===== src/rtl/control_sequencer.sv =====
// Fetch/decode/execute control sequencer.
// Outputs are registered and are a function of state and IR only.
// Define SEQ_MULDIV_EN to enable the mul (5'h0E) and div (5'h0F) opcodes and the T6 step.
module control_sequencer (
  input  logic        Clock,
  input  logic        Clear,
  input  logic        Run,
  input  logic        Mem_Rdy,
  input  logic [31:0] IR,
  output logic        PC_Out,
  output logic        MDR_Out,
  output logic        ZLO_Out,
  output logic        ZHI_Out,
  output logic        PC_In,
  output logic        MDR_In,
  output logic        MAR_In,
  output logic        IR_In,
  output logic        Y_In,
  output logic        ZLO_In,
  output logic        ZHI_In,
  output logic        LO_In,
  output logic        HI_In,
  output logic        IncPC,
  output logic        Read,
  output logic        R_Out_En,
  output logic        R_In_En,
  output logic [3:0]  R_Out_Sel,
  output logic [3:0]  R_In_Sel,
  output logic [4:0]  CONTROL,
  output logic        Done,
  output logic        Illegal
);

  typedef enum logic [3:0] {
    IDLE = 4'd0, T0 = 4'd1, T1 = 4'd2, T2 = 4'd3, T3 = 4'd4,
    T4 = 4'd5, T5 = 4'd6, T6 = 4'd7, HALT = 4'd8
  } state_t;

  state_t      state;
  state_t      next_state;
  logic [4:0]  opcode;
  logic [3:0]  ra;
  logic [3:0]  rb;
  logic [3:0]  rc;
  logic        muldiv_op;
  logic        legal_op;
  logic [3:0]  out_sel_q;
  logic        unused_ir;

  assign opcode    = IR[31:27];
  assign ra        = IR[26:23];
  assign rb        = IR[22:19];
  assign rc        = IR[18:15];
  assign unused_ir = ^IR[14:0];

`ifdef SEQ_MULDIV_EN
  assign muldiv_op = (opcode == 5'h0E) || (opcode == 5'h0F);
`else
  assign muldiv_op = 1'b0;
  assign ZHI_Out   = 1'b0;
  assign ZHI_In    = 1'b0;
  assign LO_In     = 1'b0;
  assign HI_In     = 1'b0;
`endif
  assign legal_op = (opcode <= 5'h0B) || muldiv_op;

  // IR only becomes valid in T3, so the T3 register select is decoded from it directly.
  assign R_Out_Sel = (state == T3) ? (muldiv_op ? ra : rb) : out_sel_q;

  // Next-state decode.
  always_comb begin
    next_state = state;
    case (state)
      IDLE:    if (Run) next_state = T0; else next_state = IDLE;
      T0:      next_state = T1;
      T1:      if (Mem_Rdy) next_state = T2; else next_state = T1;
      T2:      next_state = T3;
      T3:      if (legal_op) next_state = T4; else next_state = HALT;
      T4:      next_state = T5;
      T5: begin
        if (muldiv_op)  next_state = T6;
        else if (Run)   next_state = T0;
        else            next_state = IDLE;
      end
      T6:      if (Run) next_state = T0; else next_state = IDLE;
      HALT:    next_state = HALT;
      default: next_state = IDLE;
    endcase
  end

  // State register and registered outputs for the state being entered.
  always_ff @(posedge Clock) begin
    if (!Clear) begin
      state     <= IDLE;
      PC_Out    <= 1'b0;
      MDR_Out   <= 1'b0;
      ZLO_Out   <= 1'b0;
      PC_In     <= 1'b0;
      MDR_In    <= 1'b0;
      MAR_In    <= 1'b0;
      IR_In     <= 1'b0;
      Y_In      <= 1'b0;
      ZLO_In    <= 1'b0;
      IncPC     <= 1'b0;
      Read      <= 1'b0;
      R_Out_En  <= 1'b0;
      R_In_En   <= 1'b0;
      out_sel_q <= 4'd0;
      R_In_Sel  <= 4'd0;
      CONTROL   <= 5'd0;
      Done      <= 1'b0;
      Illegal   <= 1'b0;
`ifdef SEQ_MULDIV_EN
      ZHI_Out   <= 1'b0;
      ZHI_In    <= 1'b0;
      LO_In     <= 1'b0;
      HI_In     <= 1'b0;
`endif
    end else begin
      state     <= next_state;
      PC_Out    <= 1'b0;
      MDR_Out   <= 1'b0;
      ZLO_Out   <= 1'b0;
      PC_In     <= 1'b0;
      MDR_In    <= 1'b0;
      MAR_In    <= 1'b0;
      IR_In     <= 1'b0;
      Y_In      <= 1'b0;
      ZLO_In    <= 1'b0;
      IncPC     <= 1'b0;
      Read      <= 1'b0;
      R_Out_En  <= 1'b0;
      R_In_En   <= 1'b0;
      out_sel_q <= 4'd0;
      R_In_Sel  <= 4'd0;
      Done      <= 1'b0;
`ifdef SEQ_MULDIV_EN
      ZHI_Out   <= 1'b0;
      ZHI_In    <= 1'b0;
      LO_In     <= 1'b0;
      HI_In     <= 1'b0;
`endif
      case (next_state)
        T0: begin
          PC_Out <= 1'b1;
          MAR_In <= 1'b1;
          IncPC  <= 1'b1;
          ZLO_In <= 1'b1;
        end
        T1: begin
          ZLO_Out <= 1'b1;
          PC_In   <= (state != T1);
          Read    <= 1'b1;
          MDR_In  <= 1'b1;
        end
        T2: begin
          MDR_Out <= 1'b1;
          IR_In   <= 1'b1;
        end
        T3: begin
          R_Out_En <= 1'b1;
          Y_In     <= 1'b1;
        end
        T4: begin
          R_Out_En  <= 1'b1;
          out_sel_q <= muldiv_op ? rb : rc;
          CONTROL   <= opcode;
          ZLO_In    <= 1'b1;
`ifdef SEQ_MULDIV_EN
          ZHI_In    <= muldiv_op;
`endif
        end
        T5: begin
          ZLO_Out <= 1'b1;
`ifdef SEQ_MULDIV_EN
          LO_In   <= muldiv_op;
`endif
          if (!muldiv_op) begin
            R_In_En  <= 1'b1;
            R_In_Sel <= ra;
            Done     <= 1'b1;
          end else begin
            R_In_En  <= 1'b0;
          end
        end
        T6: begin
`ifdef SEQ_MULDIV_EN
          ZHI_Out <= 1'b1;
          HI_In   <= 1'b1;
          Done    <= 1'b1;
`endif
        end
        HALT:    Illegal <= 1'b1;
        default: Illegal <= Illegal;
      endcase
    end
  end

endmodule


===== config.mk =====
export PLATFORM = sky130hd
export DESIGN_NAME = control_sequencer
export DESIGN_NICKNAME = d
export VERILOG_FILES = /design/src/rtl/control_sequencer.sv
export SDC_FILE = /design/constraint.sdc
export NUM_CORES = 1
export LEC_CHECK = 0
export ABC_AREA = 1
export BUFFER_PORTS_ARGS = -buffer_cell sky130_fd_sc_hd__clkbuf_2
export CORE_AREA = 2 2 42 73
export DETAILED_ROUTE_END_ITERATION = 10
export DIE_AREA = 0 0 44 75
export GPL_TIMING_DRIVEN = 0
export PLACE_DENSITY = 0.88
export SLEW_MARGIN = 20
export SYNTH_ARGS = -nofsm -noshare
export SYNTH_HDL_FRONTEND = slang
export SYNTH_SLANG_ARGS = --single-unit
export TNS_END_PERCENT = 10

===== constraint.sdc =====
create_clock -name Clock -period 1.3 [get_ports Clock]
set_clock_uncertainty 0.15 [all_clocks]
set_input_delay 0.195 -clock Clock [delete_from_list [all_inputs] [get_ports Clock]]
set_output_delay 0.195 -clock Clock [all_outputs]
set_load 0.01 [all_outputs]

==> impl_results.md <==
- Detailed Route Iter0 Violations: 38
- CTS max path bufs: 2
- Cell Pwr Density: roughly 1000 nW/um2
- Yosys warning total: 0
- Vias in the first global route: around 1000
- CTS clk-pin slew, worst paths: roughly 0.090 ns
- Critical Path Most Common Cell: nand2_1
- Fmax: 0.659 GHz
- Area leader, netlist: dfxtp_1
- Worst hold start: IR[28]
- Die height: 75 um
- Critical-path cell list: inv_4 > nand2_2 > nor2_4 > nand2_1 > nand2_1 > buf_2
- Post-route clock period utilization: 117%
- DR pass1 iterations: 4
- Std-Cell Rows: 25
- Worst Path Max Fanout: 5
- Initial antenna violation count: 0
- DR WL/cell: around 10 um
- Detail Route Antenna Nets: 0
- Total CTS buffers: 3
- Largest net degree at the start of global routing: 15
- # setup viols final: 7
- CTS root buffer: clkbuf_8
- Max cap viols: 0
- Drc violations: 0
- Number of synthesized register bits: 27
- Worst setup margin: -0.218 ns
- Reg-to-Reg End: ZLO_Out$_SDFF_PN0_
- R2R cell count: 7
- Post-synthesis sequential area ratio: ~50%
- Port Buffers: 48
- Status: complete, but fails checks
- Hold path depth: 3
- GRT Util Overall: approximately 16%
- Leakage power: 0.886 nW
- RePlAce Congestion: between 0.7 and 0.8
- Arrival time worst endpoint: roughly 1.2 ns
- Distinct cells, synth: 21
- Clock sink total: 27
- Core Util, Final: roughly three fifths
- Max VDD drop: 0.599 mV
- Critical Path Slowest Stage Cell: dfxtp_4
- Detailed Place HPWL: 1.71 mm
- TNS Setup: -1.05 ns
- DRT Wirelength: 2.42 mm
- Slowest stage delay, CP: 0.38 ns
- Failing checks: negative setup slack
- Hold Path Class: input pin to flop
- H-tree depth: 1
- Unrepaired setup endpoints after global routing: yes
- Initial cell density of the core: between 40 and 50%
- Worst EP required: 0.95 ns
- R2r setup slk: -0.08 ns
- Area contributors post-synth: dfxtp_1 49%, nor2_1 7.5%, nand2_1 6.8%, buf_4 6.1%, inv_1 5.1%
- Share of layout cells above drive strength 1: between 40% and 50%
- Die width: around 44 um
- R2r startpoint: state[2]$_SDFF_PN0_
- Via-per-instance ratio: 4.49
- Tot Pwr: ~0.0016 W
- Worst Path Buf+Inv: 2
- Layout Nets: between 200 and 250
- Setup Crit Path Kind: flop to output port
- Total gr overflow: 0
- Worst Setup Start Kind: flop
- Post-Syn Area: about 1100 um2
- Slew Viols, Final: 0
- Latest clock arrival within the worst-skew pair: roughly 0.27 ns
- Total die area: 3300 um2
- First-pass GRT wire length: between 3 and 4 mm
- Cells after synthesis: ~140
- Min Clock Period, post-route: approximately 1.5 ns
- Synthesized area per cell: a little over 8 um2
- # diodes: 0
- Post-synth top area share: ~50%
- Synthesis-to-layout area growth: 45.4%
- Io pins: between 60 and 70
- Core area: about 2700 um2
- Hold Path End: CONTROL[1]$_SDFFE_PN0N_
- Vias: 1041
- Final hold vios: 0
- CP top delay family: flip-flops
- CTS tree: yes
- Worst setup EP type: output port
==> worst max path at each step <==
| stage | startpoint | to | slack, ns | depth (start not counted) |
|---|---|---|---|---|
| 6_report | state[3]$_SDFF_PN0_ | R_Out_Sel[0] | -0.22 | 6 |
| 5_1_grt | state[3]$_SDFF_PN0_ | R_Out_Sel[1] | -0.28 | 6 |
| 4_1_cts | state[0]$_SDFF_PN0_ | R_Out_Sel[1] | -0.26 | 6 |
| 3_5_place_dp | state[2]$_SDFF_PN0_ | PC_In$_SDFF_PN0_ | -0.01 | 7 |
| 3_3_place_gp | state[3]$_SDFF_PN0_ | Read$_SDFF_PN0_ | -0.006 | 6 |
| 2_1_floorplan | state[2]$_SDFF_PN0_ | Read$_SDFF_PN0_ | 0.10 | 7 |
==> report_power, final <==
part | internal (W) | switching, W | leakage (nW)
logic | 0.000126 | 0.000143 | 0.642
clock network | 0.000219 | 0.000242 | 0.0228
registers | 0.000850 | 0.0000212 | 0.222
total | 0.00120 | 0.000407 | 0.886
==> placed cells by master (no fill, tap or decap) <==
cell            n
buf_4          14
nor2_4          3
nand4_2         1
dfxtp_1        23
inv_2           4
dlygate4sd3_1   8
buf_6           1
clkbuf_2       45
o21ai_1         5
o21ai_0         1
nand2_2         6
a21oi_1         2
dfxtp_4         4
clkbuf_1        2
a31oi_1         1
clkbuf_8        3
nand2_1        19
nand3_2         2
nor3_2          1
nor2_2          9
nand2_4         3
conb_1          4
nor2_1         20
buf_2           3
nand3_1         5
nor2_8          1
inv_4           2
inv_1          13
==> layout make-up <==
cell class	instances	area, um2
Timing Repair Buffer	62	369
Clock buffer	4	45.0
Tap cell	27	33.8
Inverter	19	76.3
Sequential cell	27	556
Fill cell	238	1080
Multi-Input combinational cell	83	457
Buffer	10	71.3
==> stage by stage <==
stage / setup WS (ns) / cell area (um2) / std cells / hold slack [ns]
final: -0.218 / 1610 / 232 / 0.00682
after global routing: -0.280 / 1610 / 232 / 0.0208
after CTS: -0.263 / 1560 / 228 / 0.0216
after detailed placement: -0.0140 / 1390 / 214 / 0.249
after global placement: -0.00625 / 1390 / 214 / 0.249
after floorplan: 0.103 / 1120 / 139 / 0.157
==> synthesized netlist by cell type (all sizes together) <==
cell and number:
a21oi 2, clkbuf 1, buf 9, a31oi 1
inv 19, nand2 28, o21ai 6, conb 1
nor2 33, nand4 1, dfxtp 27, nand3 7
nor3 1
==> tightest hold or removal path: cells and delay by family <==
family | cells | cell delay (ns)
AOI/OAI and AO/OA | 1 | 0.06
buffers and inverters | 1 | 0.08
and+or+nand+nor | 1 | 0.07
==> layer usage <==
| layer | global-route usage (%) | wire [um] |
|---|---|---|
| met5 | 0 | 0 |
| met1 | 14.4 | 887 |
| met4 | 10.4 | 82 |
| met3 | 2.64 | 135 |
| met2 | 30.2 | 1310 |
==> registers in the layout (all words and copies together) (netlist names) <==
| signal | flops |
|---|---|
| state | 4 |
| Done | 1 |
| ZLO_In | 1 |
| R_In_Sel | 4 |
| Illegal | 1 |
| PC_In | 1 |
| IncPC | 1 |
| IR_In | 1 |
| CONTROL | 5 |
| Y_In | 1 |
| ZLO_Out | 1 |
| out_sel_q | 4 |
| R_Out_En | 1 |
| Read | 1 |
==> what timing repair did <==
action                                  in CTS  in global routing
endpoints found under the setup margin       7                 12
hold buffers                                 8                  0
buffers inserted                             2                  4
endpoints found under the hold margin        8                  0
resized for setup                           10                 16
pin swaps                                    2                  4
==> cells by family after synthesis <==
kind of cell / count (synthesis) / synth area share [%]
buf+inv: 29 / 12.9
other cells: 1 / 0.339
compound gates: 9 / 4.19
simple gates: 70 / 33.7
flops: 27 / 48.9
Note: power is estimated with default switching activity, not from simulation.
